<file path="src/rtl/alu_ctrl_pkg.sv">
// Shared encodings for the ALU control unit: ALU opcodes, funct codes,
// main-control alu_op codes, FSM states and the decoder result struct.
package alu_ctrl_pkg;

   localparam logic [3:0] ALU_NOP = 4'b0000;
   localparam logic [3:0] ALU_ADD = 4'b0001;
   localparam logic [3:0] ALU_SUB = 4'b0010;
   localparam logic [3:0] ALU_MUL = 4'b0011;
   localparam logic [3:0] ALU_AND = 4'b0100;
   localparam logic [3:0] ALU_OR  = 4'b0101;
   localparam logic [3:0] ALU_SRL = 4'b0110;
   localparam logic [3:0] ALU_SLL = 4'b0111;
   localparam logic [3:0] ALU_NOT = 4'b1000;
   localparam logic [3:0] ALU_SRA = 4'b1001;
   localparam logic [3:0] ALU_SLA = 4'b1010;
   localparam logic [3:0] ALU_NEG = 4'b1011;

   localparam logic [5:0] FUNCT_ADD = 6'b100000;
   localparam logic [5:0] FUNCT_SUB = 6'b100010;
   localparam logic [5:0] FUNCT_MUL = 6'b011000;
   localparam logic [5:0] FUNCT_AND = 6'b100100;
   localparam logic [5:0] FUNCT_OR  = 6'b100101;
   localparam logic [5:0] FUNCT_SRL = 6'b000010;
   localparam logic [5:0] FUNCT_SLL = 6'b000000;
   localparam logic [5:0] FUNCT_NOP = 6'b101010;
   localparam logic [5:0] FUNCT_SRA = 6'b000011;
   localparam logic [5:0] FUNCT_SLA = 6'b000001;
   localparam logic [5:0] FUNCT_NOT = 6'b100111;
   localparam logic [5:0] FUNCT_NEG = 6'b100011;

   localparam logic [1:0] ALUOP_JUMP   = 2'b00;
   localparam logic [1:0] ALUOP_BRANCH = 2'b01;
   localparam logic [1:0] ALUOP_RTYPE  = 2'b10;
   localparam logic [1:0] ALUOP_ADDI   = 2'b11;

   typedef enum logic {
      ST_IDLE  = 1'b0,
      ST_MWAIT = 1'b1
   } state_e;

   typedef struct packed {
      logic [3:0] op;
      logic       is_mul;
      logic       illegal;
   } dec_t;

endpackage

</file>
<file path="src/rtl/alu_ctrl_decode.sv">
// Purely combinational {alu_op, funct} -> {ALU opcode, is_mul, illegal} table.
// Extended shift/NOT/NEG codes decode only when EXT_OPS is set.
module alu_ctrl_decode
   import alu_ctrl_pkg::*;
#(
   parameter int ALUOP_W = 2,
   parameter int FUNCT_W = 6,
   parameter int EXT_OPS = 1
) (
   input  logic [ALUOP_W-1:0] alu_op_i,
   input  logic [FUNCT_W-1:0] funct_i,
   output dec_t               dec_o
);

   localparam logic EXT_EN = (EXT_OPS != 0);

   always_comb begin
      dec_o = '{op: ALU_NOP, is_mul: 1'b0, illegal: 1'b0};
      if (alu_op_i == ALUOP_W'(ALUOP_ADDI) || alu_op_i == ALUOP_W'(ALUOP_JUMP)) begin
         dec_o.op = ALU_ADD;
      end else if (alu_op_i == ALUOP_W'(ALUOP_BRANCH)) begin
         dec_o.op = ALU_SUB;
      end else if (alu_op_i == ALUOP_W'(ALUOP_RTYPE)) begin
         case (funct_i)
            FUNCT_W'(FUNCT_ADD): dec_o.op = ALU_ADD;
            FUNCT_W'(FUNCT_SUB): dec_o.op = ALU_SUB;
            FUNCT_W'(FUNCT_MUL): begin
               dec_o.op     = ALU_MUL;
               dec_o.is_mul = 1'b1;
            end
            FUNCT_W'(FUNCT_AND): dec_o.op = ALU_AND;
            FUNCT_W'(FUNCT_OR):  dec_o.op = ALU_OR;
            FUNCT_W'(FUNCT_SRL): dec_o.op = ALU_SRL;
            FUNCT_W'(FUNCT_SLL): dec_o.op = ALU_SLL;
            FUNCT_W'(FUNCT_NOP): dec_o.op = ALU_NOP;
            // Extended codes fall back to the illegal path when disabled.
            FUNCT_W'(FUNCT_SRA): if (EXT_EN) dec_o.op = ALU_SRA; else dec_o.illegal = 1'b1;
            FUNCT_W'(FUNCT_SLA): if (EXT_EN) dec_o.op = ALU_SLA; else dec_o.illegal = 1'b1;
            FUNCT_W'(FUNCT_NOT): if (EXT_EN) dec_o.op = ALU_NOT; else dec_o.illegal = 1'b1;
            FUNCT_W'(FUNCT_NEG): if (EXT_EN) dec_o.op = ALU_NEG; else dec_o.illegal = 1'b1;
            default:             dec_o.illegal = 1'b1;
         endcase
      end else begin
         dec_o.illegal = 1'b1;
      end
   end

endmodule

</file>
<file path="src/rtl/alu_ctrl_seq.sv">
// Registered ALU control unit: decodes one op per accept, stalls issue for
// MUL_CYCLES-1 cycles after a MULTIPLY, and drops pending work on flush.
module alu_ctrl_seq
   import alu_ctrl_pkg::*;
#(
   parameter int ALUOP_W    = 2,
   parameter int FUNCT_W    = 6,
   parameter int OP_W       = 4,
   parameter int MUL_CYCLES = 4,
   parameter int EXT_OPS    = 1
) (
   input  logic               clk_i,
   input  logic               reset_i,
   input  logic               flush_i,
   input  logic               in_valid_i,
   output logic               in_ready_o,
   input  logic [ALUOP_W-1:0] alu_op_i,
   input  logic [FUNCT_W-1:0] funct_i,
   output logic [OP_W-1:0]    operation_o,
   output logic               op_valid_o,
   output logic               mul_start_o,
   output logic               illegal_o
);

   localparam int             CNT_W    = $clog2(MUL_CYCLES + 1);
   localparam logic [CNT_W-1:0] CNT_LOAD = CNT_W'(MUL_CYCLES - 1);
   localparam logic [CNT_W-1:0] CNT_ONE  = CNT_W'(1);
   localparam logic           MUL_STALL = (MUL_CYCLES > 1);

   state_e            state_q, state_d;
   logic [CNT_W-1:0]  cnt_q, cnt_d;
   logic [OP_W-1:0]   operation_q, operation_d;
   logic              op_valid_q, op_valid_d;
   logic              mul_start_q, mul_start_d;
   logic              illegal_q, illegal_d;
   dec_t              dec;
   logic              accept;

   alu_ctrl_decode #(
      .ALUOP_W (ALUOP_W),
      .FUNCT_W (FUNCT_W),
      .EXT_OPS (EXT_OPS)
   ) u_decode (
      .alu_op_i (alu_op_i),
      .funct_i  (funct_i),
      .dec_o    (dec)
   );

   // Handshake: a transfer happens when in_valid_i and in_ready_o are both high
   // in the same cycle; in_ready_o is low during reset, flush and the MUL stall.
   assign in_ready_o = ~reset_i & ~flush_i & (state_q == ST_IDLE);
   assign accept     = in_valid_i & in_ready_o;

   always_comb begin
      state_d     = state_q;
      cnt_d       = cnt_q;
      operation_d = operation_q;
      op_valid_d  = 1'b0;
      mul_start_d = 1'b0;
      illegal_d   = 1'b0;
      if (flush_i) begin
         state_d = ST_IDLE;
         cnt_d   = '0;
      end else begin
         case (state_q)
            ST_IDLE: begin
               if (accept) begin
                  operation_d = OP_W'(dec.op);
                  op_valid_d  = 1'b1;
                  mul_start_d = dec.is_mul;
                  illegal_d   = dec.illegal;
                  if (dec.is_mul && MUL_STALL) begin
                     state_d = ST_MWAIT;
                     cnt_d   = CNT_LOAD;
                  end
               end
            end
            ST_MWAIT: begin
               // Counter lands on zero as the FSM returns to IDLE, so it never wraps.
               cnt_d = cnt_q - 1'b1;
               if (cnt_q == CNT_ONE) state_d = ST_IDLE;
            end
            default: begin
               state_d = ST_IDLE;
               cnt_d   = '0;
            end
         endcase
      end
   end

   always_ff @(posedge clk_i) begin
      if (reset_i) begin
         state_q     <= ST_IDLE;
         cnt_q       <= '0;
         operation_q <= '0;
         op_valid_q  <= 1'b0;
         mul_start_q <= 1'b0;
         illegal_q   <= 1'b0;
      end else begin
         state_q     <= state_d;
         cnt_q       <= cnt_d;
         operation_q <= operation_d;
         op_valid_q  <= op_valid_d;
         mul_start_q <= mul_start_d;
         illegal_q   <= illegal_d;
      end
   end

   assign operation_o = operation_q;
   assign op_valid_o  = op_valid_q;
   assign mul_start_o = mul_start_q;
   assign illegal_o   = illegal_q;

endmodule
</file>
<file path="config.mk">
export PLATFORM = sky130hd
export DESIGN_NAME = alu_ctrl_seq
export DESIGN_NICKNAME = d
export VERILOG_FILES = /design/src/rtl/alu_ctrl_pkg.sv /design/src/rtl/alu_ctrl_decode.sv /design/src/rtl/alu_ctrl_seq.sv
export SDC_FILE = /design/constraint.sdc
export NUM_CORES = 1
export LEC_CHECK = 0
export CAP_MARGIN = 40
export CORE_UTILIZATION = 49
export DETAILED_ROUTE_END_ITERATION = 8
export GPL_TIMING_DRIVEN = 0
export PLACE_DENSITY = 0.78
export REMOVE_ABC_BUFFERS = 1
export SLEW_MARGIN = 20
export SYNTH_ARGS = -nofsm -noshare
export SYNTH_HDL_FRONTEND = slang
export SYNTH_SLANG_ARGS = --single-unit
</file>
<file path="constraint.sdc">
create_clock -name clk_i -period 2.29 [get_ports clk_i]
set_clock_uncertainty 0.15 [all_clocks]
set_input_delay 0.229 -clock clk_i [delete_from_list [all_inputs] [get_ports clk_i]]
set_output_delay 0.229 -clock clk_i [all_outputs]
set_load 0.02 [all_outputs]
</file>
==> results.sh, run 1 <==
export IMPL_post_cts_repair_setup_buffers=0
export IMPL_arrival_ns=1.63
export IMPL_syn_area_per_cell_sq_um=8.56
export IMPL_num_vias=656
export IMPL_cts_buffers=3
export IMPL_final_nets=119
export IMPL_dieArea_sq_um=1590
export IMPL_cts_hold_buf=0
export IMPL_clkTransAtPathRegs_ns=0.08
export IMPL_cts_repair_resized=0
export IMPL_finalCritPeriodShare_pct=87.8
export IMPL_powerDensity_nw_per_um2=450
export IMPL_dp_hpwl_mm=1.10
export IMPL_rsz0062_at_grt="no"
export IMPL_overflow=0
export IMPL_placed_cell_area_sq_um=881
export IMPL_multi_input_area_sq_um=412
export IMPL_cts_tree="done"
export IMPL_seqCellArea_sq_um=220
export IMPL_min_to="operation_o[3]"
export IMPL_grt_start_max_net_pins=10
export IMPL_power_total_uw=409
export IMPL_synth_area_leaders="dfxtp_1 (31%), ha_1 (7.1%), inv_1 (4.8%)"
export IMPL_drt_wl_total_mm=1.45
export IMPL_holdPathStages=2
export IMPL_gp_congestion=0.747
export IMPL_wl_per_cell_um=12.4
export IMPL_crit_slowest_cell="clkdlybuf4s50_1"
export IMPL_max_stage_delay_ns=0.63
export IMPL_status="complete, no violations"
export IMPL_clock_latency_ns=0.27
export IMPL_hold_viol=0
export IMPL_path_cells="clkdlybuf4s50_1, nor3_1, clkdlybuf4s50_1"
export IMPL_drt_iter0_drc=5
export IMPL_design_core_area_sq_um=1320
export IMPL_io_buffers=19
export IMPL_finalMaxSlewViolations=0
export IMPL_synthTopCellsByCount="dfxtp_1 (11), inv_1 (9), nand2_1 (7)"
export IMPL_peakVddDrop_uv=262
export IMPL_drc=0
export IMPL_min_path_type="reg2reg"
export IMPL_syn_area_sq_um=702
export IMPL_yosys_area_top_type_share_pct=31.4
export IMPL_netlist_instances=82
export IMPL_crit_required_ns=1.91
export IMPL_synth_seq_cells=11
export IMPL_die_y_um=39.9
export IMPL_fin_util_pct=68.9
export IMPL_cts_max_level=1
export IMPL_worstMarginPinSlew_ns=0.465
export IMPL_antenna_found_initial=0
export IMPL_synth_edff_count=0
export IMPL_grt_usage_pct=22.0
export IMPL_worst_r2r_path_depth=6
export IMPL_ys_seq_area_share_pct=31.4
export IMPL_drive_gt1_share_pct=11.8
export IMPL_worst_setup_path_end_kind="primary output"
export IMPL_vias_per_cell=5.61
export IMPL_cts_buffer_depth=2
export IMPL_finalCriticalPeriod_ns=2.01
export IMPL_area_delta_synth_final_pct=29.4
export IMPL_setup_viol=0
export IMPL_critPathTopFamily="buffers and inverters"
export IMPL_r2r_start="state_q"
export IMPL_synthArstFlopShare_pct=0
export IMPL_grt_pass1_vias=554
export IMPL_ys_types=36
export IMPL_rrSetupSlack_ns=0.75
export IMPL_yosysTopAreaCell="dfxtp_1"
export IMPL_num_fill_cells=120
export IMPL_hp_start="operation_o[3]"
export IMPL_grt_pass1_wl_mm=2.27
export IMPL_worstPathMaxFanout=9
export IMPL_worstSetupStartpointType="input port"
export IMPL_worst_r2r_endpoint="cnt_q[0]"
export IMPL_worst_path_most_repeated_cell="clkdlybuf4s50_1"
export IMPL_crit_buf_inv=2
export IMPL_max_freq_ghz=0.497
export IMPL_cellLeakagePower_nw=0.339
export IMPL_rows=13
export IMPL_n_antenna_cell=0
export IMPL_fin_area_sq_um=908
export IMPL_die_x_um=39.9
export IMPL_clock_sinks=11
export IMPL_tns_ns=0
export IMPL_synth_most_common_cell="dfxtp_1"
export IMPL_relSlewSlack_pct=69.0
export IMPL_cts_root_buf="clkbuf_4"
export IMPL_synth_ff_type="dfxtp_1"
export IMPL_cap_violations=0
export IMPL_antenna_left=0
export IMPL_critical_path_class="in2out"
export IMPL_drt_first_pass_iters=2
export IMPL_yosys_warnings=0
export IMPL_ios=20
export IMPL_start_util_pct=53.3
## how the worst max path moves through the flow
stage,start,slack (ns),cells past startpoint,end
2_1_floorplan,alu_op_i[0],0.71,6,cnt_q[2]
3_5_place_dp,alu_op_i[0],0.006,7,cnt_q[2]
6_report,reset_i,0.28,3,in_ready_o
3_3_place_gp,alu_op_i[0],0.03,7,cnt_q[2]
5_1_grt,alu_op_i[0],0.15,7,cnt_q[2]
4_1_cts,flush_i,0.27,3,in_ready_o
## flip-flops by register name (all words and copies together) (netlist names)
signal / cells
illegal_o: 1
operation_o: 4
cnt_q: 3
op_valid_o: 1
mul_start_o: 1
state_q: 1
## placed cells by master, fill, tap and decap left out
cell type	count
nand3b_1	2
nor2_1	4
nor3_1	3
a211oi_1	2
o21ai_2	1
inv_1	9
clkinv_2	1
o211ai_1	2
a311oi_1	1
o21ai_0	3
nor2_4	1
ha_1	4
nor2b_1	2
dfxtp_1	11
a31oi_1	2
and4bb_2	1
nor3b_1	1
clkbuf_4	3
clkdlybuf4s50_1	19
a21oi_1	4
o31ai_1	2
nand4_1	2
nand2_1	7
a41oi_1	1
and3_1	1
nand3_4	1
a21boi_0	1
nand4_2	1
inv_4	1
xnor2_1	1
nand2b_1	3
o31a_2	1
a211o_2	1
a211o_1	1
nand3_1	1
a32o_1	1
## final cells by class
class	count	share of cell area (%)
multi-input cells	58	45.3
flip-flops and latches	11	24.2
repair buffers	19	20.9
inverters	10	4.41
clock buffers	3	2.48
well taps	15	2.07
clock inverters	1	0.551
## worst reg2reg max path, cell delays in order, from the launching register on
cell and delay, ns:
dfxtp_1 0.54, nor2_4 0.09, nand3_4 0.13, inv_4 0.06, nand4_2 0.13, inv_1 0.07
o31a_2 0.27
## layer usage
| layer | vias to the layer above | GRT usage (%) | part of all wire [%] |
|---|---|---|---|
| li1 | 335 | - | - |
| met1 | 304 | 24.8 | 44 |
| met2 | 15 | 38.1 | 53 |
| met3 | 2 | 1.70 | 2.1 |
| met4 | 0 | 15.5 | 1.1 |
| met5 | - | 0 | 0 |
## metrics by stage
| step | cells | hold WS [ns] | worst slack, ns |
|---|---|---|---|
| final | 117 | 0.316 | 0.279 |
| after global routing | 117 | 0.336 | 0.153 |
| after floorplan | 79 | 0.148 | 0.712 |
| after CTS | 117 | 0.315 | 0.267 |
| after global placement | 113 | 0.294 | 0.0308 |
| after detailed placement | 113 | 0.305 | 0.00559 |
## kinds of logic (layout without fill, tap and decap cells)
kind of cell,Yosys count,count (layout),share of synthesized area (%)
AND/OR/NAND/NOR,30,30,26.7
XOR/XNOR,1,1,1.25
AO/OA/AOI/OAI,23,23,23.5
buffers and inverters,13,33,9.98
adder cells (fa/ha/maj),4,4,7.13
flip-flops,11,11,31.4
## power breakdown
part           switching, mW  total, mW  internal, mW
Sequential          0.000737      0.194         0.193
Clock                 0.0712      0.136        0.0647
Combinational         0.0402     0.0793        0.0390
Total                  0.112      0.409         0.297
(Power assumes the default switching activity.)
==> run 2, diff against run 1 <==
--- a/config.mk
+++ b/config.mk
@@ -6,10 +6,13 @@
 export NUM_CORES = 1
 export LEC_CHECK = 0
 export CAP_MARGIN = 40
-export CORE_UTILIZATION = 49
+export CORE_AREA = 2 2 39 41
+export CTS_CLUSTER_SIZE = 40
 export DETAILED_ROUTE_END_ITERATION = 8
+export DIE_AREA = 0 0 41 43
+export DONT_BUFFER_PORTS = 1
 export GPL_TIMING_DRIVEN = 0
-export PLACE_DENSITY = 0.78
+export PLACE_DENSITY = 0.64
 export REMOVE_ABC_BUFFERS = 1
 export SLEW_MARGIN = 20
 export SYNTH_ARGS = -nofsm -noshare
==> run 2 against run 1 <==
Effect of this change: clock power fell by 4%; sequential power about the same; critical path depth grew 3; combinational power down 44%; worst hold slack worse by 0.31 ns; via count shrank 8.1%; global-route usage shrank 3.0 points; utilization fell by 15 points; final area down 18%; largest cell class unchanged; flip-flop and latch count did not move; die area is 11% higher.
==> results.sh, run 2 (synthesis results as in run 1) <==
export IMPL_status="complete, no violations"
export IMPL_fin_hold_ws_ns=0.00809
export IMPL_drc=0
export IMPL_antenna_left=0
export IMPL_p_int_uw=281
export IMPL_worstSetupStartpointType="input port"
export IMPL_grt_use_met3_pct=11.0
export IMPL_gp_congestion=0.733
export IMPL_wl_per_cell_um=13.3
export IMPL_vias_per_cell=5.91
export IMPL_hold_viol=0
export IMPL_path_cells="inv_1, ha_1, nor3b_1, nand4_2, a211oi_1, dlygate4sd3_1"
export IMPL_powerDensity_nw_per_um2=498
export IMPL_cts_buffer_depth=2
export IMPL_worstMarginPinSlew_ns=0.617
export IMPL_layout_common_cells="dfxtp_1 (11), inv_1 (9), nand2_1 (7)"
export IMPL_start_util_pct=50.7
export IMPL_cts_tree="done"
export IMPL_ios=20
export IMPL_final_nets=103
export IMPL_power_frac_comb_pct=11.9
export IMPL_clkTransAtPathRegs_ns=0.07
export IMPL_critPathTopFamily="simple AND/OR/NAND/NOR gates"
export IMPL_setup_viol=0
export IMPL_arrival_ns=2.09
export IMPL_grt_busiest_layer="met2"
export IMPL_dieArea_sq_um=1760
export IMPL_layout_cells_most_common="dfxtp_1"
export IMPL_cts_buffers=3
export IMPL_grt_pass1_wl_mm=2.23
export IMPL_worstPathMaxFanout=4
export IMPL_max_stage_delay_ns=0.57
export IMPL_worst_setup_path_end_kind="flop"
export IMPL_die_y_um=43
export IMPL_critical_path_class="in2reg"
export IMPL_placed_cell_area_sq_um=692
export IMPL_met2_usage_pct=27.8
export IMPL_finalCriticalPeriod_ns=2.03
export IMPL_finalMaxSlewViolations=0
export IMPL_preCtsSetupSlack_ns=0.550
export IMPL_design_core_area_sq_um=1380
export IMPL_rows=14
export IMPL_fin_area_sq_um=748
export IMPL_drt_wl_total_mm=1.36
export IMPL_crit_slowest_cell="dlygate4sd3_1"
export IMPL_relSlewSlack_pct=58.6
export IMPL_grt_start_max_net_pins=10
export IMPL_cts_max_level=1
export IMPL_n_antenna_cell=0
export IMPL_min_path_type="in2reg"
export IMPL_antenna_found_initial=0
export IMPL_grt_usage_pct=19.0
export IMPL_crit_required_ns=2.35
export IMPL_cts_hold_buf=3
export IMPL_pwr_share_clk_pct=35.2
export IMPL_dp_hpwl_um=962
export IMPL_clock_latency_ns=0.27
export IMPL_largest_reg_flops=4
export IMPL_peakVddDrop_uv=387
export IMPL_clock_sinks=11
export IMPL_grt_pass1_vias=552
export IMPL_num_vias=603
export IMPL_max_freq_ghz=0.493
export IMPL_num_fill_cells=145
export IMPL_cts_repair_resized=0
export IMPL_use_met1_pct=22.7
export IMPL_cellLeakagePower_nw=0.281
export IMPL_drt_first_pass_iters=4
export IMPL_drive_gt1_share_pct=12.8
export IMPL_overflow=0
export IMPL_worst_slack_ns=0.261
export IMPL_cts_root_buf="clkbuf_4"
export IMPL_io_buffers=0
export IMPL_switching_share_pct=24.5
export IMPL_die_x_um=41
export IMPL_p_seq_share_pct=52.9
export IMPL_rsz0062_at_grt="no"
export IMPL_tns_ns=0
export IMPL_area_delta_synth_final_pct=6.60
export IMPL_p_sw_uw=91.3
export IMPL_crit_buf_inv=2
export IMPL_finalCritPeriodShare_pct=88.6
export IMPL_post_cts_repair_setup_buffers=0
export IMPL_cap_violations=0
export IMPL_drt_iter0_drc=17
## run 2: cell count changes in the layout (fill, tap and decap cells not counted)
cell	before	now
dlygate4sd3_1	0	3
clkinv_2	1	0
clkdlybuf4s50_1	19	0
clkbuf_1	0	1
## run 2: final cells by class
class | instances | area, sq um | area share, %
Tap cell | 16 | 20.0 | 2.68
Clock buffer | 4 | 26.3 | 3.51
Timing Repair Buffer | 3 | 30.0 | 4.01
Sequential cell | 11 | 220 | 29.4
Multi-Input combinational cell | 58 | 412 | 55.0
Inverter | 10 | 40.0 | 5.35
## run 2: final timing paths
check | startpoint | to | slack, ns | cells after the start
setup reg to reg | state_q | state_q | 0.29 | 6
hold / removal | in_valid_i | op_valid_o | 0.008 | 2
hold reg to reg | cnt_q[1] | cnt_q[1] | 0.35 | 2
setup / recovery | alu_op_i[0] | state_q | 0.26 | 6
## run 2: routing by layer
metal | wire length [um] | part of all wire, % | up-vias
li1 | - | - | 303
met1 | 635 | 47 | 276
met2 | 602 | 44 | 22
met3 | 110 | 8.1 | 2
met4 | 11 | 0.81 | 0
met5 | 0 | 0 | -
## run 2: power by group through the flow
stage	clock network (mW)	registers, mW	logic, mW
global placement	0	0.201	0.0389
floorplan	0	0.201	0.0344
finish	0.131	0.197	0.0445
global route	0.140	0.197	0.0500
detailed placement	0	0.202	0.0392
CTS	0.134	0.197	0.0444
## run 2: per-stage QoR
| step | utilization (%) | power, mW | cells |
|---|---|---|---|
| floorplan | - | 0.236 | 79 |
| global placement | 50.0 | 0.240 | 95 |
| detailed placement | 50.0 | 0.241 | 95 |
| CTS | 54.1 | 0.375 | 102 |
| global route | 54.1 | 0.388 | 102 |
| finish | 54.1 | 0.373 | 102 |
==> run 3, diff against run 2 <==
--- a/config.mk
+++ b/config.mk
@@ -5,14 +5,16 @@
 export SDC_FILE = /design/constraint.sdc
 export NUM_CORES = 1
 export LEC_CHECK = 0
+export ABC_AREA = 1
 export CAP_MARGIN = 40
 export CORE_AREA = 2 2 39 41
+export CTS_CLUSTER_DIAMETER = 80
 export CTS_CLUSTER_SIZE = 40
 export DETAILED_ROUTE_END_ITERATION = 8
 export DIE_AREA = 0 0 41 43
 export DONT_BUFFER_PORTS = 1
 export GPL_TIMING_DRIVEN = 0
-export PLACE_DENSITY = 0.64
+export PLACE_DENSITY = 0.62
 export REMOVE_ABC_BUFFERS = 1
 export SLEW_MARGIN = 20
 export SYNTH_ARGS = -nofsm -noshare
==> run 3 against run 2 <==
Effect of this change: setup slack improved by 0.21 ns; critical path type is now in2out; die area unchanged; highest routed layer unchanged; sequential share of layout area grew 0.30 points; non-clock buffer count fell by 1; combinational power is 12% lower.
==> results.sh, run 3 <==
export IMPL_status="complete, no violations"
export IMPL_yosys_warnings=0
export IMPL_final_cells=120
export IMPL_relSlewSlack_pct=75.3
export IMPL_overflow=0
export IMPL_use_met1_pct=21.7
export IMPL_max_freq_ghz=0.550
export IMPL_met2_usage_pct=27.8
export IMPL_power_total_uw=368
export IMPL_dpl_cell_count=114
export IMPL_hp_start="in_valid_i"
export IMPL_worst_r2r_path_depth=7
export IMPL_ys_types=18
export IMPL_drt_wl_total_mm=1.27
export IMPL_synth_ff_type="dfxtp_1"
export IMPL_multi_input_area_sq_um=383
export IMPL_crit_path_start="reset_i"
export IMPL_rsz0062_at_grt="no"
export IMPL_cts_max_level=1
export IMPL_critical_path_class="in2out"
export IMPL_cts_buffers=3
export IMPL_rrSetupSlack_ns=0.84
export IMPL_clkTransAtPathRegs_ns=0.07
export IMPL_clock_sinks=11
export IMPL_area_delta_synth_final_pct=9.83
export IMPL_cap_violations=0
export IMPL_worst_setup_path_end_kind="primary output"
export IMPL_die_y_um=43
export IMPL_crit_required_ns=1.91
export IMPL_holdPathStages=2
export IMPL_drt_iter0_drc=5
export IMPL_yosys_area_top_type_share_pct=32.7
export IMPL_synth_edff_count=0
export IMPL_clock_latency_ns=0.27
export IMPL_worstSetupStartpointType="input port"
export IMPL_hold_viol=0
export IMPL_min_to="op_valid_o"
export IMPL_crit_slowest_cell="dlygate4sd3_1"
export IMPL_finalCritPeriodShare_pct=79.3
export IMPL_seqCellArea_sq_um=220
export IMPL_drive_gt1_share_pct=9.62
export IMPL_syn_area_sq_um=674
export IMPL_antenna_found_initial=0
export IMPL_cellLeakagePower_nw=0.364
export IMPL_die_x_um=41
export IMPL_post_cts_repair_setup_buffers=0
export IMPL_setup_viol=0
export IMPL_path_cells="dlygate4sd3_1, nor2_4, inv_1, nor2_1"
export IMPL_yosysTopAreaCell="dfxtp_1"
export IMPL_netlist_instances=98
export IMPL_design_core_area_sq_um=1380
export IMPL_worstMarginPinSlew_ns=0.370
export IMPL_worst_slack_ns=0.473
export IMPL_ios=20
export IMPL_synth_most_common_cell="nand2_1"
export IMPL_finalCriticalPeriod_ns=1.82
export IMPL_final_nets=121
export IMPL_grt_usage_pct=18.6
export IMPL_worst_r2r_endpoint="cnt_q[2]"
export IMPL_grt_pass1_wl_mm=2.19
export IMPL_wl_per_cell_um=10.6
export IMPL_peakVddDrop_uv=233
export IMPL_r2r_start="state_q"
export IMPL_synthTopCellsByCount="nand2_1 (19), inv_1 (18), nand3_1 (14), dfxtp_1 (11), nor2_1 (11)"
export IMPL_rows=14
export IMPL_powerDensity_nw_per_um2=497
export IMPL_layout_common_cells="nand2_1 (19), inv_1 (18), nand3_1 (14), nor2_1 (11), dfxtp_1 (11)"
export IMPL_n_antenna_cell=0
export IMPL_tns_ns=0
export IMPL_synth_area_leaders="dfxtp_1 (33%), nand2_1 (11%), nand3_1 (10%)"
export IMPL_synth_seq_cells=11
export IMPL_drt_first_pass_iters=4
export IMPL_start_util_pct=48.7
export IMPL_cts_root_buf="clkbuf_4"
export IMPL_grt_pass1_vias=578
export IMPL_grt_use_met3_pct=5.76
export IMPL_cts_buffer_depth=2
export IMPL_io_buffers=0
export IMPL_finalMaxSlewViolations=0
export IMPL_worstPathMaxFanout=5
export IMPL_grt_start_max_net_pins=8
export IMPL_largest_reg_flops=4
export IMPL_max_stage_delay_ns=0.63
export IMPL_synthArstFlopShare_pct=0
export IMPL_grt_busiest_layer="met2"
export IMPL_dp_hpwl_mm=1.04
export IMPL_min_path_type="in2reg"
export IMPL_vias_per_cell=5.07
export IMPL_layout_cells_most_common="nand2_1"
export IMPL_num_vias=608
export IMPL_dieArea_sq_um=1760
export IMPL_ys_seq_area_share_pct=32.7
export IMPL_arrival_ns=1.44
export IMPL_cts_tree="done"
export IMPL_drc=0
export IMPL_antenna_left=0
export IMPL_num_fill_cells=154
export IMPL_syn_area_per_cell_sq_um=6.88
export IMPL_preCtsSetupSlack_ns=0.834
export IMPL_gp_congestion=0.774
run 3: report_power, final:
group	internal (mW)	switching [mW]	total, mW
Sequential	0.193	0.00380	0.197
Combinational	0.0141	0.0249	0.0390
Clock	0.0675	0.0645	0.132
run 3: per-layer routing:
metal	wire [um]	vias up
li1	-	324
met1	553	266
met2	626	14
met3	69	4
met4	23	0
met5	0	-
run 3: repair_timing:
action | in CTS | in global routing
resized for setup | 0 | 0
hold endpoints to repair | 6 | 0
setup endpoints to repair | 0 | 0
hold buffers | 2 | 0
run 3: logic make-up (layout without fill, tap and decap cells):
family	Yosys count	after routing	share of synthesized area, %
buf+inv	19	25	10.6
flops	11	11	32.7
simple gates	53	53	39.7
fa+ha+maj	4	4	7.42
compound gates	11	11	9.65
run 3: worst max-delay path by stage:
stage / to / slack (ns)
2_1_floorplan: cnt_q[2] / 0.93
3_3_place_gp: cnt_q[2] / 0.85
3_5_place_dp: cnt_q[2] / 0.83
4_1_cts: in_ready_o / 0.46
5_1_grt: in_ready_o / 0.40
6_report: in_ready_o / 0.47
run 3: layout make-up:
cell class	count	area share [%]
clock buffer	4	3.55
inverter	19	9.63
multi-input combinational	68	51.7
sequential	11	29.7
tap	16	2.70
timing repair buffer	2	2.70
run 3: worst max-delay path: cells and delay by family:
family                 cells  cell delay (ns)
AND/OR/NAND/NOR            2             0.49
buffers and inverters      2             0.72
run 3: per-stage QoR:
stage                     utilization [%]  instance area, sq um  hold slack, ns
after global routing                 53.5                   741          0.0399
after floorplan                         -                   674           0.148
final                                53.5                   741          0.0444
after CTS                            53.5                   741          0.0333
after detailed placement             50.2                   694           0.151
after global placement               50.2                   694           0.150
==> patch 1: new RTL, config.mk and constraints of run 2 <==
`ALUOP_W` is set to 2 in 2 places; all go to 3.
--- a/src/rtl/alu_ctrl_decode.sv
+++ b/src/rtl/alu_ctrl_decode.sv
@@ -4,5 +4,5 @@
    import alu_ctrl_pkg::*;
 #(
-   parameter int ALUOP_W = 2,
+   parameter int ALUOP_W = 3,
    parameter int FUNCT_W = 6,
    parameter int EXT_OPS = 1
--- a/src/rtl/alu_ctrl_seq.sv
+++ b/src/rtl/alu_ctrl_seq.sv
@@ -4,5 +4,5 @@
    import alu_ctrl_pkg::*;
 #(
-   parameter int ALUOP_W    = 2,
+   parameter int ALUOP_W    = 3,
    parameter int FUNCT_W    = 6,
    parameter int OP_W       = 4,
Interface: changed (resized alu_op_i); port bits go from 20 to 21. The function was not compared with the original's and may differ.
==> patch 1 against run 2 <==
Total power is 0.18% lower; synthesized cell count shrank 8.5%; final cell count is 4.9% lower; setup slack improved by 190 ps; sequential cell count is the same; wire length increased by 4.9%; fmax up 11%; synthesized area down 5.5%; design area fell by 1.8%; critical endpoint is now cnt_q[1]; highest routed layer is now met3.
==> patch 1: results (changes against run 2) <==
.. list-table::
   :header-rows: 1

   * - Metric
     - Value
   * - Share of synthesized area occupied by flip-flops and latches
     - 0.332 (+0.0183)
   * - Total track usage
     - 0.197 (+0.00665)
   * - Worst IR drop on VDD
     - 0.186 mV (-52%)
   * - Placed wire-length estimate after detailed placement
     - 1.00 mm (+4.4%)
   * - Final GP Congestion
     - 0.785 (+7.1%)
   * - Internal power of the cells
     - 0.000281 W (-0.16%)
   * - Depth of the worst register-to-register path
     - 5 (-1)
   * - Static leakage power
     - 0.259 nW (-7.7%)
   * - FF-to-FF setup slack
     - 450 ps (+160 ps)
   * - Cell with the largest stage delay on the worst path
     - sky130_fd_sc_hd__or4b_4
   * - Number of unique standard cell types used by synthesis
     - 34 (-5.6%)
   * - Slowest Stage Delay on Critical Path
     - 640 ps (+70 ps)
   * - Number of hold buffers added after cts
     - 4 (+1)
   * - Vias after detailed routing
     - 584 (-3.2%)
   * - Dpl ws
     - 457 ps (-92.8 ps)
   * - Cells on Worst Hold Path
     - 3 (+1)
   * - XOR/XNOR share of the synthesized area
     - 0 (-0.0125)
   * - Global-route wire length before repair
     - 2.39 mm (+7.1%)
   * - Layout Nets
     - 97 (-5.8%)
   * - Via count of the first global-routing pass
     - 562 (+1.8%)
   * - Crit Path Max Fanout
     - 10 (+6)
   * - Total of fill cells in the finished design
     - 138 (-4.8%)
   * - Minimum clock period
     - 1840 ps (-193 ps)
   * - Min-Delay Startpoint
     - alu_op_i[2]
   * - Commonest cells in the netlist
     - 11 x sky130_fd_sc_hd__dfxtp_1, 8 x sky130_fd_sc_hd__a21oi_1, 8 x sky130_fd_sc_hd__nor2_1, 4 x sky130_fd_sc_hd__inv_1
   * - Layout cell share with drive strength beyond 1
     - 0.198 (+0.0696)
   * - CP Data Arrival Time
     - 1880 ps (-210 ps)
   * - Worst slew pin tran
     - 394 ps (-223 ps)
   * - Top area cells in the synthesized netlist
     - sky130_fd_sc_hd__dfxtp_1 33%, sky130_fd_sc_hd__a21oi_1 6.0%, sky130_fd_sc_hd__nor2_1 4.5%, sky130_fd_sc_hd__a211oi_2 3.8%, sky130_fd_sc_hd__ha_1 3.8%
   * - Largest net degree at the start of global routing
     - 11 (+1)
   * - Outcome
     - finished clean
   * - Terminating pin of the worst hold path
     - operation_o[1]
   * - Total detailed-routing wirelength
     - 1.43 mm (+4.9%)
   * - Fraction of the mapped netlist area in compound gates
     - 0.217 (-0.0183)
[patch 1: cell types whose count changed in the layout (fill, tap and decap cells not counted), moves of 4 or more]
cell,delta
sky130_fd_sc_hd__inv_1,-5
sky130_fd_sc_hd__a21oi_1,+4
sky130_fd_sc_hd__nor2_1,+4
sky130_fd_sc_hd__nand2_1,-4
[patch 1: cell families (layout without fill, tap and decap cells)]
kind of cell,count (synthesis),in the layout
and+or+nand+nor,35,35
AOI/OAI and AO/OA,19,19
DFF,11,11
adders and majority gates,2,2
buffers and inverters,7,13
muxes,1,1
[patch 1: routing by layer]
metal	global-route usage	wire [um]
met3	0.0524	75
met2	0.288	683
met5	0	0
met1	0.265	667
met4	0.0800	0
[patch 1: worst max-delay path, delay by kind of cell, from the launching register on]
family | cells | cell delay [ps]
buffers and inverters | 1 | 100
AND/OR/NAND/NOR | 3 | 930
flip-flops | 1 | 430
AO/OA/AOI/OAI | 1 | 140
[patch 1: stage by stage]
step / hold WS (ps) / util / cells / cell area (um2)
final: 15.6 / 0.531 / 97 / 734
after global routing: 22.0 / 0.531 / 97 / 734
after CTS: 10.5 / 0.531 / 97 / 734
after detailed placement: 151 / 0.483 / 89 / 668
after global placement: 149 / 0.483 / 89 / 668
after floorplan: 148 / - / 73 / 648
[patch 1: power by group through the flow]
stage                     combinational, W  sequential, W  clock (W)
after global routing             0.0000426       0.000198   0.000146
after global placement           0.0000311       0.000202          0
after floorplan                  0.0000275       0.000202          0
after CTS                        0.0000382       0.000198   0.000137
after detailed placement         0.0000318       0.000202          0
final                            0.0000383       0.000198   0.000136
[patch 1: worst max-delay path by stage]
stage,from,end,cells past startpoint
2_1_floorplan,state_q,cnt_q[0],5
3_3_place_gp,state_q,cnt_q[1],5
3_5_place_dp,state_q,cnt_q[0],5
4_1_cts,state_q,cnt_q[1],5
5_1_grt,state_q,cnt_q[0],5
6_report,state_q,cnt_q[1],5
[patch 1: area by class of cell]
cell class | count | area (um2) | area share
sequential | 11 | 220 | 0.300
inverter | 5 | 23.8 | 0.0324
timing repair buffer | 4 | 40.0 | 0.0545
clock buffer | 4 | 26.3 | 0.0358
tap | 16 | 20.0 | 0.0273
multi-input combinational | 57 | 404 | 0.550
==> patch 2: new RTL, flow settings as in run 2 <==
Made on the original files. Make the reset (`reset_i`) asynchronous in one clocked block.
--- a/src/rtl/alu_ctrl_seq.sv
+++ b/src/rtl/alu_ctrl_seq.sv
@@ -89,5 +89,5 @@
    end
 
-   always_ff @(posedge clk_i) begin
+   always_ff @(posedge clk_i or posedge reset_i) begin
       if (reset_i) begin
          state_q     <= ST_IDLE;
Formal check against the unedited RTL: differs if reset_i is asserted again (counterexample within 4 cycles, from zero or initial values and one cycle with reset_i high); with reset_i held inactive, the same outputs for 10 cycles.
==> patch 2 against run 2 <==
Non-clock buffer count did not move; design area rose by 1.0%; register-to-register slack improved by 140 ps; wire length fell by 4.9%; clock power fell by 3%; total power rose by 5.1%; synthesized area rose by 3.0%; fmax rose by 9.1%; via count fell by 7.6%; setup slack improved by 170 ps; sequential cell count did not move; largest power group unchanged.
==> patch 2: results (changes against run 2) <==
.. list-table::
   :header-rows: 1

   * - Metric
     - Value
   * - Clock transition at the registers of the reported paths
     - 70 ps (about the same)
   * - Layout Nets
     - 97 (-5.8%)
   * - Sw power
     - 0.000102 W (+12%)
   * - Number of levels the H-tree was split into
     - 1 (unchanged)
   * - Min-delay worst type
     - input port to register
   * - Root buffer selected by CTS
     - sky130_fd_sc_hd__clkbuf_4
   * - Global routing usage on met3
     - 0.0471 (-0.0628)
   * - Worst IR drop on VDD
     - 0.347 mV (-10%)
   * - CP Data Arrival Time
     - 1910 ps (-180 ps)
   * - Placed wire-length estimate after detailed placement
     - 1.01 mm (+4.5%)
   * - Setup repair bufs after CTS
     - 0 (unchanged)
   * - Total track usage
     - 0.171 (-0.0193)
   * - Commonest cells in the netlist
     - 11 x sky130_fd_sc_hd__dfrtp_1, 8 x sky130_fd_sc_hd__inv_1, 6 x sky130_fd_sc_hd__nand2_1, 5 x sky130_fd_sc_hd__nor2_1
   * - Global routing met2 resource utilization
     - 0.272 (-0.00625)
   * - Inserted Clock Buffers
     - 3 (unchanged)
   * - Final GP Congestion
     - 0.706 (-3.7%)
   * - DRT antenna net count
     - 0 (unchanged)
   * - Largest buffer count on any clock path
     - 2 (unchanged)
   * - Fraction of synthesis flops using an asynchronous set or reset pin
     - 1.00 (+1.00)
   * - Number of gates resized after CTS
     - 0 (unchanged)
   * - Grt met1 use
     - 0.192 (-0.0354)
   * - Largest net degree at the start of global routing
     - 13 (+3)
   * - Via count of the first global-routing pass
     - 509 (-7.8%)
   * - Initial antenna violation count
     - 0 (unchanged)
   * - First-pass iteration count of the detailed router
     - 5 (+1)
   * - Number of flip-flops under the largest register name
     - 4 (unchanged)
   * - Placed standard-cell area
     - 698 um2 (+0.90%)
   * - Static leakage power
     - 0.344 nW (+23%)
   * - Share of synthesized area occupied by flip-flops and latches
     - 0.381 (+0.0669)
   * - Vias per cell
     - 5.80 (-1.9%)
   * - Headroom to the max-slew limit
     - 0.569 (-0.0165)
   * - Outcome
     - finished clean
   * - Crit Path Max Fanout
     - 9 (+5)
   * - Global-route wire length before repair
     - 2.04 mm (-8.3%)
   * - Layout cell share with drive strength beyond 1
     - 0.0750 (-0.0529)
   * - Top area cells in the synthesized netlist
     - sky130_fd_sc_hd__dfrtp_1 38%, sky130_fd_sc_hd__ha_1 6.9%, sky130_fd_sc_hd__buf_6 4.7%, sky130_fd_sc_hd__inv_1 4.2%, sky130_fd_sc_hd__o31a_1 3.6%
   * - Number of input and output port buffers inserted
     - 0 (unchanged)
   * - Clock latency of the later-clocked register in the worst-skew pair
     - 270 ps (about the same)
   * - Antenna fix cells
     - 0 (unchanged)
   * - Total of fill cells in the finished design
     - 141 (-2.8%)
   * - Total detailed-routing wirelength
     - 1.29 mm (-4.9%)
   * - Initial DRC Count
     - 5 (-12)
   * - Syn. warnings
     - 0 (unchanged)
   * - Number of unique standard cell types used by synthesis
     - 33 (-8.3%)
## patch 2: power by group through the flow
stage	registers, W	clock network (W)	logic [W]
final	0.000216	0.000127	0.0000488
after global routing	0.000217	0.000148	0.0000550
after CTS	0.000216	0.000131	0.0000498
after detailed placement	0.000220	0	0.0000448
after global placement	0.000220	0	0.0000447
after floorplan	0.000219	0	0.0000382
## patch 2: routing by layer
| metal | wire length [um] | vias up |
|---|---|---|
| met2 | 662 | 14 |
| li1 | - | 278 |
| met4 | 36 | 0 |
| met5 | 0 | - |
| met1 | 523 | 260 |
| met3 | 71 | 5 |
## patch 2: final cells by class
cell class / instances / share of cell area
inverters: 8 / 0.0397
clock inverters: 1 / 0.00662
well taps: 16 / 0.0265
repair buffers: 3 / 0.0397
clock buffers: 3 / 0.0298
multi-input cells: 54 / 0.493
flip-flops and latches: 11 / 0.364
## patch 2: kinds of logic after synthesis
kind of cell,share of synthesized area
xor gates and xnor gates,0.0121
AOI/OAI and AO/OA,0.197
buffers and inverters,0.104
DFF,0.381
muxes,0.0138
adders and majority gates,0.0692
and+or+nand+nor,0.223
## patch 2: worst max-delay path, stage by stage (launching register included)
cell	delay, ps
sky130_fd_sc_hd__dfrtp_1	470
sky130_fd_sc_hd__or4b_4	620
sky130_fd_sc_hd__nor3_4	140
sky130_fd_sc_hd__and3_1	270
sky130_fd_sc_hd__o31a_1	140
## patch 2: worst paths after layout
| path | startpoint | end | slack (ps) | depth (start not counted) |
|---|---|---|---|---|
| worst max-delay path | state_q | cnt_q[1] | 430 | 4 |
| worst min-delay path | funct_i[4] | illegal_o | 30 | 2 |
| worst max register to register | state_q | cnt_q[1] | 430 | 4 |
| worst min register to register | cnt_q[1] | cnt_q[1] | 360 | 1 |
| max in group asynchronous | reset_i | cnt_q[2] | 1470 | 2 |
| min in group asynchronous | reset_i | cnt_q[0] | 230 | 2 |
## patch 2: metrics by stage
step | worst slack [ps] | instances | power, W | hold slack (ps) | util
after floorplan | 583 | 73 | 0.000257 | -68.6 | -
after global placement | 434 | 89 | 0.000264 | -21.2 | 0.505
after detailed placement | 419 | 89 | 0.000265 | -23.9 | 0.505
after CTS | 399 | 96 | 0.000397 | 30.5 | 0.546
after global routing | 287 | 96 | 0.000420 | 23.9 | 0.546
final | 430 | 96 | 0.000392 | 25.8 | 0.546
## patch 2: what timing repair did
| action | 4_1_cts | 5_1_grt |
|---|---|---|
| endpoints found under the setup margin | 0 | 0 |
| hold buffers | 3 | 0 |
| hold endpoints to repair | 16 | 0 |
